<file path="config.mk">
export PLATFORM = sky130hd
export DESIGN_NAME = cla_sub32_pipe_flat
export DESIGN_NICKNAME = d
export VERILOG_FILES = /design/src/rtl/cla_sub32_pipe_if.sv /design/src/rtl/cla_sub32_pipe.sv /design/src/flat_wrapper.sv
export SDC_FILE = /design/constraint.sdc
export NUM_CORES = 1
export LEC_CHECK = 0
export ABC_AREA = 0
export CORE_MARGIN = 5
export CORE_UTILIZATION = 52
export CTS_BUF_LIST = sky130_fd_sc_hd__clkbuf_4
export CTS_CLUSTER_SIZE = 14
export DETAILED_ROUTE_END_ITERATION = 8
export GPL_ROUTABILITY_DRIVEN = 0
export PLACE_DENSITY = 0.83
export SLEW_MARGIN = 25
export SYNTH_ARGS = -nofsm -noshare
export SYNTH_HDL_FRONTEND = slang
export SYNTH_SLANG_ARGS = --single-unit
</file>
<file path="constraint.sdc">
create_clock -name clk -period 4.95 [get_ports clk]
set_clock_uncertainty 0.05 [all_clocks]
set_input_delay 0.99 -clock clk [delete_from_list [all_inputs] [get_ports clk]]
set_output_delay 0.99 -clock clk [all_outputs]
set_load 0.05 [all_outputs]
</file>
<file path="src/rtl/cla_sub32_pipe_if.sv">
// Operand/result bus for the pipelined CLA subtractor.
// The `sub` select exists only when CLA_SUB_ADD_MODE_EN is defined.
interface cla_sub32_pipe_if #(
  parameter int WIDTH = 32
);
  logic             in_valid;
  logic             in_ready;
  logic [WIDTH-1:0] a;
  logic [WIDTH-1:0] b;
  logic             bi;
`ifdef CLA_SUB_ADD_MODE_EN
  logic             sub;
`endif
  logic             out_valid;
  logic             out_ready;
  logic [WIDTH-1:0] d;
  logic             bo;
  logic             v;
  logic             z;

  // Producer of operands and consumer of results.
  modport master (
    output in_valid, a, b, bi,
`ifdef CLA_SUB_ADD_MODE_EN
    output sub,
`endif
    output out_ready,
    input  in_ready, out_valid, d, bo, v, z
  );

  // The arithmetic unit itself.
  modport slave (
    input  in_valid, a, b, bi,
`ifdef CLA_SUB_ADD_MODE_EN
    input  sub,
`endif
    input  out_ready,
    output in_ready, out_valid, d, bo, v, z
  );
endinterface

</file>
<file path="src/rtl/cla_sub32_pipe.sv">
// Two-stage pipelined carry-lookahead subtractor: d = a - b - bi.
// Stage 1 resolves the low half, stage 2 the high half, both with the
// same group generate/propagate lookahead as the library adder, fed with
// inverted b and inverted borrow. Elastic valid/ready between stages.
// Optional macro CLA_SUB_ADD_MODE_EN adds a `sub` select (0 = add).
module cla_sub32_pipe #(
  parameter int WIDTH = 32,
  parameter int GROUP = 4
) (
  input logic             clk,
  input logic             rst,
  cla_sub32_pipe_if.slave io
);
  localparam int HALF = WIDTH / 2;
  localparam int NG   = HALF / GROUP;

  // Half-width two-level CLA: per-group G/P, group carries from a
  // lookahead combine, then bit carries inside each group. Returns {cout, sum}.
  function automatic logic [HALF:0] cla_half(input logic [HALF-1:0] x,
                                             input logic [HALF-1:0] y,
                                             input logic            cin);
    logic [HALF-1:0] g, p, s;
    logic [NG-1:0]   gg, gp;
    logic [NG:0]     gc;
    logic            c;
    g  = x & y;
    p  = x ^ y;
    s  = '0;
    for (int k = 0; k < NG; k++) begin
      gg[k] = 1'b0;
      gp[k] = 1'b1;
      for (int i = 0; i < GROUP; i++) begin
        gg[k] = g[k*GROUP+i] | (p[k*GROUP+i] & gg[k]);
        gp[k] = gp[k] & p[k*GROUP+i];
      end
    end
    gc[0] = cin;
    for (int k = 0; k < NG; k++) begin
      gc[k+1] = gg[k] | (gp[k] & gc[k]);
    end
    for (int k = 0; k < NG; k++) begin
      c = gc[k];
      for (int i = 0; i < GROUP; i++) begin
        s[k*GROUP+i] = p[k*GROUP+i] ^ c;
        c            = g[k*GROUP+i] | (p[k*GROUP+i] & c);
      end
    end
    return {gc[NG], s};
  endfunction

  // Pipeline state
  logic            s1_valid;
  logic [HALF-1:0] s1_dlo;
  logic            s1_c;
  logic [HALF-1:0] s1_ahi;
  logic [HALF-1:0] s1_nbhi;   // second operand high half (~b when subtracting)
`ifdef CLA_SUB_ADD_MODE_EN
  logic            s1_sub;
`endif
  logic             out_valid_q;
  logic [WIDTH-1:0] d_q;
  logic             bo_q, v_q, z_q;

  logic s2_adv, s1_adv, accept;

  assign s2_adv      = ~out_valid_q | io.out_ready;
  assign s1_adv      = ~s1_valid | s2_adv;
  assign accept      = io.in_valid & s1_adv;
  assign io.in_ready = s1_adv;

  // Stage 1 operand conditioning and low-half lookahead.
  logic [WIDTH-1:0] opb;
  logic             cin;
  logic [HALF:0]    lo_sum;
  // NOTE: every always_comb output gets a value on every path, so no latch can be inferred.
  always_comb begin
`ifdef CLA_SUB_ADD_MODE_EN
    opb = io.sub ? ~io.b  : io.b;
    cin = io.sub ? ~io.bi : io.bi;
`else
    opb = ~io.b;
    cin = ~io.bi;
`endif
    lo_sum = cla_half(io.a[HALF-1:0], opb[HALF-1:0], cin);
  end

  // Stage 1 register: captures low-half result and high-half operands on accept.
  // NOTE: sequential state uses non-blocking assignment so all registers update from pre-edge values.
  always_ff @(posedge clk) begin
    // NOTE: data registers are reset too, so the cleared state is fully defined, not just the valids.
    if (rst) begin
      s1_valid <= 1'b0;
      s1_dlo   <= '0;
      s1_c     <= 1'b0;
      s1_ahi   <= '0;
      s1_nbhi  <= '0;
`ifdef CLA_SUB_ADD_MODE_EN
      s1_sub   <= 1'b0;
`endif
    end else if (s1_adv) begin
      s1_valid <= io.in_valid;
      if (io.in_valid) begin
        s1_dlo  <= lo_sum[HALF-1:0];
        s1_c    <= lo_sum[HALF];
        s1_ahi  <= io.a[WIDTH-1:HALF];
        s1_nbhi <= opb[WIDTH-1:HALF];
`ifdef CLA_SUB_ADD_MODE_EN
        s1_sub  <= io.sub;
`endif
      end
    end
  end

  // Stage 2 high-half lookahead and flag derivation.
  logic [HALF:0]    hi_sum;
  logic [WIDTH-1:0] diff;
  logic             borrow, ovf;
  always_comb begin
    hi_sum = cla_half(s1_ahi, s1_nbhi, s1_c);
    diff   = {hi_sum[HALF-1:0], s1_dlo};
`ifdef CLA_SUB_ADD_MODE_EN
    borrow = s1_sub ? ~hi_sum[HALF] : hi_sum[HALF];
`else
    borrow = ~hi_sum[HALF];
`endif
    // Overflow when both effective operands share a sign that the result lacks;
    // s1_nbhi already holds the effective (possibly inverted) second operand.
    ovf = (s1_ahi[HALF-1] ~^ s1_nbhi[HALF-1]) & (diff[WIDTH-1] ^ s1_ahi[HALF-1]);
  end

  // Stage 2 register: result holds while stalled, bubbles clear out_valid.
  always_ff @(posedge clk) begin
    if (rst) begin
      out_valid_q <= 1'b0;
      d_q         <= '0;
      bo_q        <= 1'b0;
      v_q         <= 1'b0;
      z_q         <= 1'b0;
    end else if (s2_adv) begin
      out_valid_q <= s1_valid;
      if (s1_valid) begin
        d_q  <= diff;
        bo_q <= borrow;
        v_q  <= ovf;
        z_q  <= ~|diff;
      end
    end
  end

  assign io.out_valid = out_valid_q;
  assign io.d         = d_q;
  assign io.bo        = bo_q;
  assign io.v         = v_q;
  assign io.z         = z_q;
endmodule

</file>
<file path="src/flat_wrapper.sv">
// flat-port wrapper written by rule: the top's interface ports become plain ports
module cla_sub32_pipe_flat 
#(
  parameter int WIDTH = 32,
  parameter int GROUP = 4
)
  (clk, rst, io_in_valid, io_a, io_b, io_bi, io_out_ready, io_in_ready, io_out_valid, io_d, io_bo, io_v, io_z);
  cla_sub32_pipe_if #(.WIDTH(WIDTH)) io_i ();
  input logic clk;
  input logic rst;
  input wire logic [$bits(io_i.in_valid)-1:0] io_in_valid;
  input wire logic [$bits(io_i.a)-1:0] io_a;
  input wire logic [$bits(io_i.b)-1:0] io_b;
  input wire logic [$bits(io_i.bi)-1:0] io_bi;
  input wire logic [$bits(io_i.out_ready)-1:0] io_out_ready;
  output wire logic [$bits(io_i.in_ready)-1:0] io_in_ready;
  output wire logic [$bits(io_i.out_valid)-1:0] io_out_valid;
  output wire logic [$bits(io_i.d)-1:0] io_d;
  output wire logic [$bits(io_i.bo)-1:0] io_bo;
  output wire logic [$bits(io_i.v)-1:0] io_v;
  output wire logic [$bits(io_i.z)-1:0] io_z;
  assign io_i.in_valid = io_in_valid;
  assign io_i.a = io_a;
  assign io_i.b = io_b;
  assign io_i.bi = io_bi;
  assign io_i.out_ready = io_out_ready;
  assign io_in_ready = io_i.in_ready;
  assign io_out_valid = io_i.out_valid;
  assign io_d = io_i.d;
  assign io_bo = io_i.bo;
  assign io_v = io_i.v;
  assign io_z = io_i.z;
  cla_sub32_pipe #(.WIDTH(WIDTH), .GROUP(GROUP)) u_core (.clk(clk), .rst(rst), .io(io_i));
endmodule
</file>
==> impl_metrics.env <==
export IMPL_outcome="finished clean"
export IMPL_port_buffers=105
export IMPL_syn_num_nets=619
export IMPL_grt_ovfl_total=0
export IMPL_r2r_start="u_core.s1_nbhi[0]"
export IMPL_leakage_nw=2.33
export IMPL_avgSynthCellArea_um2=8.91
export IMPL_drc=0
export IMPL_hold_end="u_core.io.d[1]"
export IMPL_placed_cell_area_um2=5460
export IMPL_cts_setup_buffers=0
export IMPL_grt_max_degree=79
export IMPL_cts_resized=0
export IMPL_power_mw=1.63
export IMPL_yosysWarnings=0
export IMPL_worst_r2r_setup_slack_ns=0.83
export IMPL_min_from="u_core.io.d[1]"
export IMPL_vdd_drop_max_uv=210
export IMPL_cts_buffer_depth=2
export IMPL_synthesis_area_um2=4400
export IMPL_setup_viol=0
export IMPL_tns_ns=0
export IMPL_synth_async_reset_ratio=0
export IMPL_wl_per_cell_um=14.8
export IMPL_crit_arrival_ns=4.43
export IMPL_grt_usage=0.204
export IMPL_postLayoutCellArea_um2=5640
export IMPL_cts_buffers_inserted=9
export IMPL_crit_required_ns=5.25
export IMPL_cts_root_buf="clkbuf_4"
export IMPL_cts_tree="built"
export IMPL_seq_area_frac_synth=0.391
export IMPL_hold_depth=2
export IMPL_drv_slew=0
export IMPL_place_hpwl_um=8010
export IMPL_start_util=0.536
export IMPL_rsz0062_at_grt="false"
export IMPL_critPathLaunch="u_core.s1_nbhi[0]"
export IMPL_via_per_inst=5.30
export IMPL_yosysUniqueCellTypes=35
export IMPL_cp_max_fo=3
export IMPL_grt_busiest_layer="met2"
export IMPL_worst_pin_slew_ns=0.823
export IMPL_rows=33
export IMPL_grt_pass1_wl_um=16800
export IMPL_syn_inst=494
export IMPL_reg2regPathDepth=12
export IMPL_max_slew_margin=0.451
export IMPL_path_clk_slew_ns=0.13
export IMPL_grt_pass1_vias=3652
export IMPL_ant_nets=0
export IMPL_drt_iter0_markers=148
export IMPL_power_density_nw_per_um2=289
export IMPL_drt_pass1_iter_count=4
export IMPL_cap_violations=0
export IMPL_fill_cells=673
export IMPL_synth_edf_count=0
export IMPL_worstHoldPathType="flip-flop to flip-flop"
export IMPL_post_route_util=0.686
export IMPL_syn_to_final_growth_pct=28.1
export IMPL_timing_final_crit_share=0.833
export IMPL_synth_flop_cell="dfxtp_1"
export IMPL_vias=3678
export IMPL_critical_path_class="flip-flop to flip-flop"
export IMPL_clk_latency_ns=0.42
export IMPL_num_io_pins=106
export IMPL_grtUsageMet3=0.0451
export IMPL_fin_crit_ns=4.12
export IMPL_hold_slack_ns=0.413
export IMPL_fmax_mhz=242
export IMPL_hold_viol_final=0
export IMPL_drive_gt1_frac=0.0526
export IMPL_antenna_cells=0
export IMPL_final_net_count=710
export IMPL_crit_path_start_kind="flip-flop"
export IMPL_cts_hold_buf=0
export IMPL_grt_util_met2=0.372
export IMPL_die_area_um2=10400
export IMPL_cts_sinks=86
export IMPL_die_x_um=102
export IMPL_grtUsageMet1=0.236
export IMPL_antenna_found_initial=0
export IMPL_ys_ff_latch=86
export IMPL_die_h_um=102
export IMPL_core_um2=8220
export IMPL_r2r_end="u_core.io.z"
export IMPL_totalWireLength_um=10300
export IMPL_end_kind="flip-flop"
export IMPL_h_tree_depth=3
## metal layers
| layer | part of all wire | vias to the layer above |
|---|---|---|
| met4 | 0.016 | 0 |
| met3 | 0.048 | 18 |
| met1 | 0.41 | 1729 |
| li1 | - | 1846 |
| met2 | 0.53 | 85 |
| met5 | 0 | - |
## power breakdown
part           internal (mW)  total (mW)  switching (mW)
sequential             0.738       0.776          0.0377
clock                  0.257       0.482           0.225
combinational          0.167       0.370           0.204
total                   1.16        1.63           0.467
## cells in the mapped netlist, types with 5 or more instances
cell / n / area [um2]
xnor2_1: 9 / 78.8
clkbuf_1: 13 / 48.8
nor2_1: 40 / 150
nand4_1: 6 / 37.5
nor4_1: 7 / 43.8
a21o_1: 7 / 52.6
a211oi_1: 25 / 188
fa_1: 24 / 480
buf_1: 5 / 18.8
a21oi_1: 63 / 315
dfxtp_1: 86 / 1720
a211oi_2: 10 / 125
ha_1: 32 / 400
buf_2: 6 / 30.0
inv_1: 32 / 120
nand2_1: 104 / 390
## worst max-delay path: stages (launching register included)
cell and delay, ns:
dfxtp_1 0.37, ha_1 0.31, a21oi_1 0.18, o221ai_1 0.21
a21o_1 0.26, a21o_1 0.23, fa_1 0.46, fa_1 0.47
fa_1 0.52, nor4_1 0.33, nand4_1 0.15, or3_1 0.39
a21oi_1 0.14
## sequential cells by signal (all words and copies together) (netlist names)
signal               flops
u_core.io.d             32
u_core.s1_ahi           16
u_core.s1_dlo           16
u_core.s1_nbhi          16
u_core.io.bo             1
u_core.io.out_valid      1
u_core.io.v              1
u_core.io.z              1
u_core.s1_c              1
u_core.s1_valid          1
## cell type report
type                            count  area (um2)  area share
Clock buffer                       10        75.1      0.0133
Timing Repair Buffer              108        1070       0.190
Clock inverter                      5        98.8      0.0175
Sequential cell                    86        1720       0.305
Inverter                           32         120      0.0213
Multi-Input combinational cell    348        2420       0.429
Tap cell                          105         131      0.0233
## how the worst max path moves through the flow
stage	end	cells past startpoint
floorplan	u_core.io.z	12
global placement	u_core.s1_dlo[15]	13
detailed placement	u_core.s1_dlo[15]	13
CTS	u_core.io.z	12
global route	u_core.io.z	12
finish	u_core.io.z	12
## cells by family (layout without fill, tap and decap cells)
| group | count (synthesis) | after routing | synth area share |
|---|---|---|---|
| AND/OR/NAND/NOR | 167 | 167 | 0.156 |
| AO/OA/AOI/OAI | 116 | 116 | 0.176 |
| adder cells (fa/ha/maj) | 56 | 56 | 0.200 |
| flip-flops | 86 | 86 | 0.391 |
| XOR/XNOR | 9 | 9 | 0.0179 |
| buffers and inverters | 60 | 155 | 0.0589 |
## cells in the final DEF (no fill, tap or decap)
cell type        count
nor2_1              40
nor4_1               7
nand2b_1             2
nor3_1               1
ha_1                32
fa_1                24
and2_4               1
o41ai_2              1
nand2_1            104
and3_1               1
xnor2_1              9
and2_1               1
inv_1               32
a21o_1               7
bufinv_16            3
nand3_1              1
a21oi_1             63
clkinv_1             1
o221ai_1             1
a211o_1              2
clkbuf_4            10
nand3b_1             1
o31ai_2              1
clkdlybuf4s50_1    104
a211oi_1            25
o31ai_1              1
buf_4                4
a211oi_2            10
dfxtp_1             86
nand4_1              6
nor2b_1              1
o21a_1               1
o21ai_0              3
clkinv_2             1
o22a_1               1
or3_1                1
## through the flow
step | setup WS (ns) | cells
4_1_cts | 0.822 | 694
2_1_floorplan | 1.29 | 494
5_1_grt | 0.595 | 694
3_5_place_dp | 0.648 | 679
6_report | 0.825 | 694
3_3_place_gp | 0.719 | 679
Note: power is estimated with default switching activity, not from simulation.
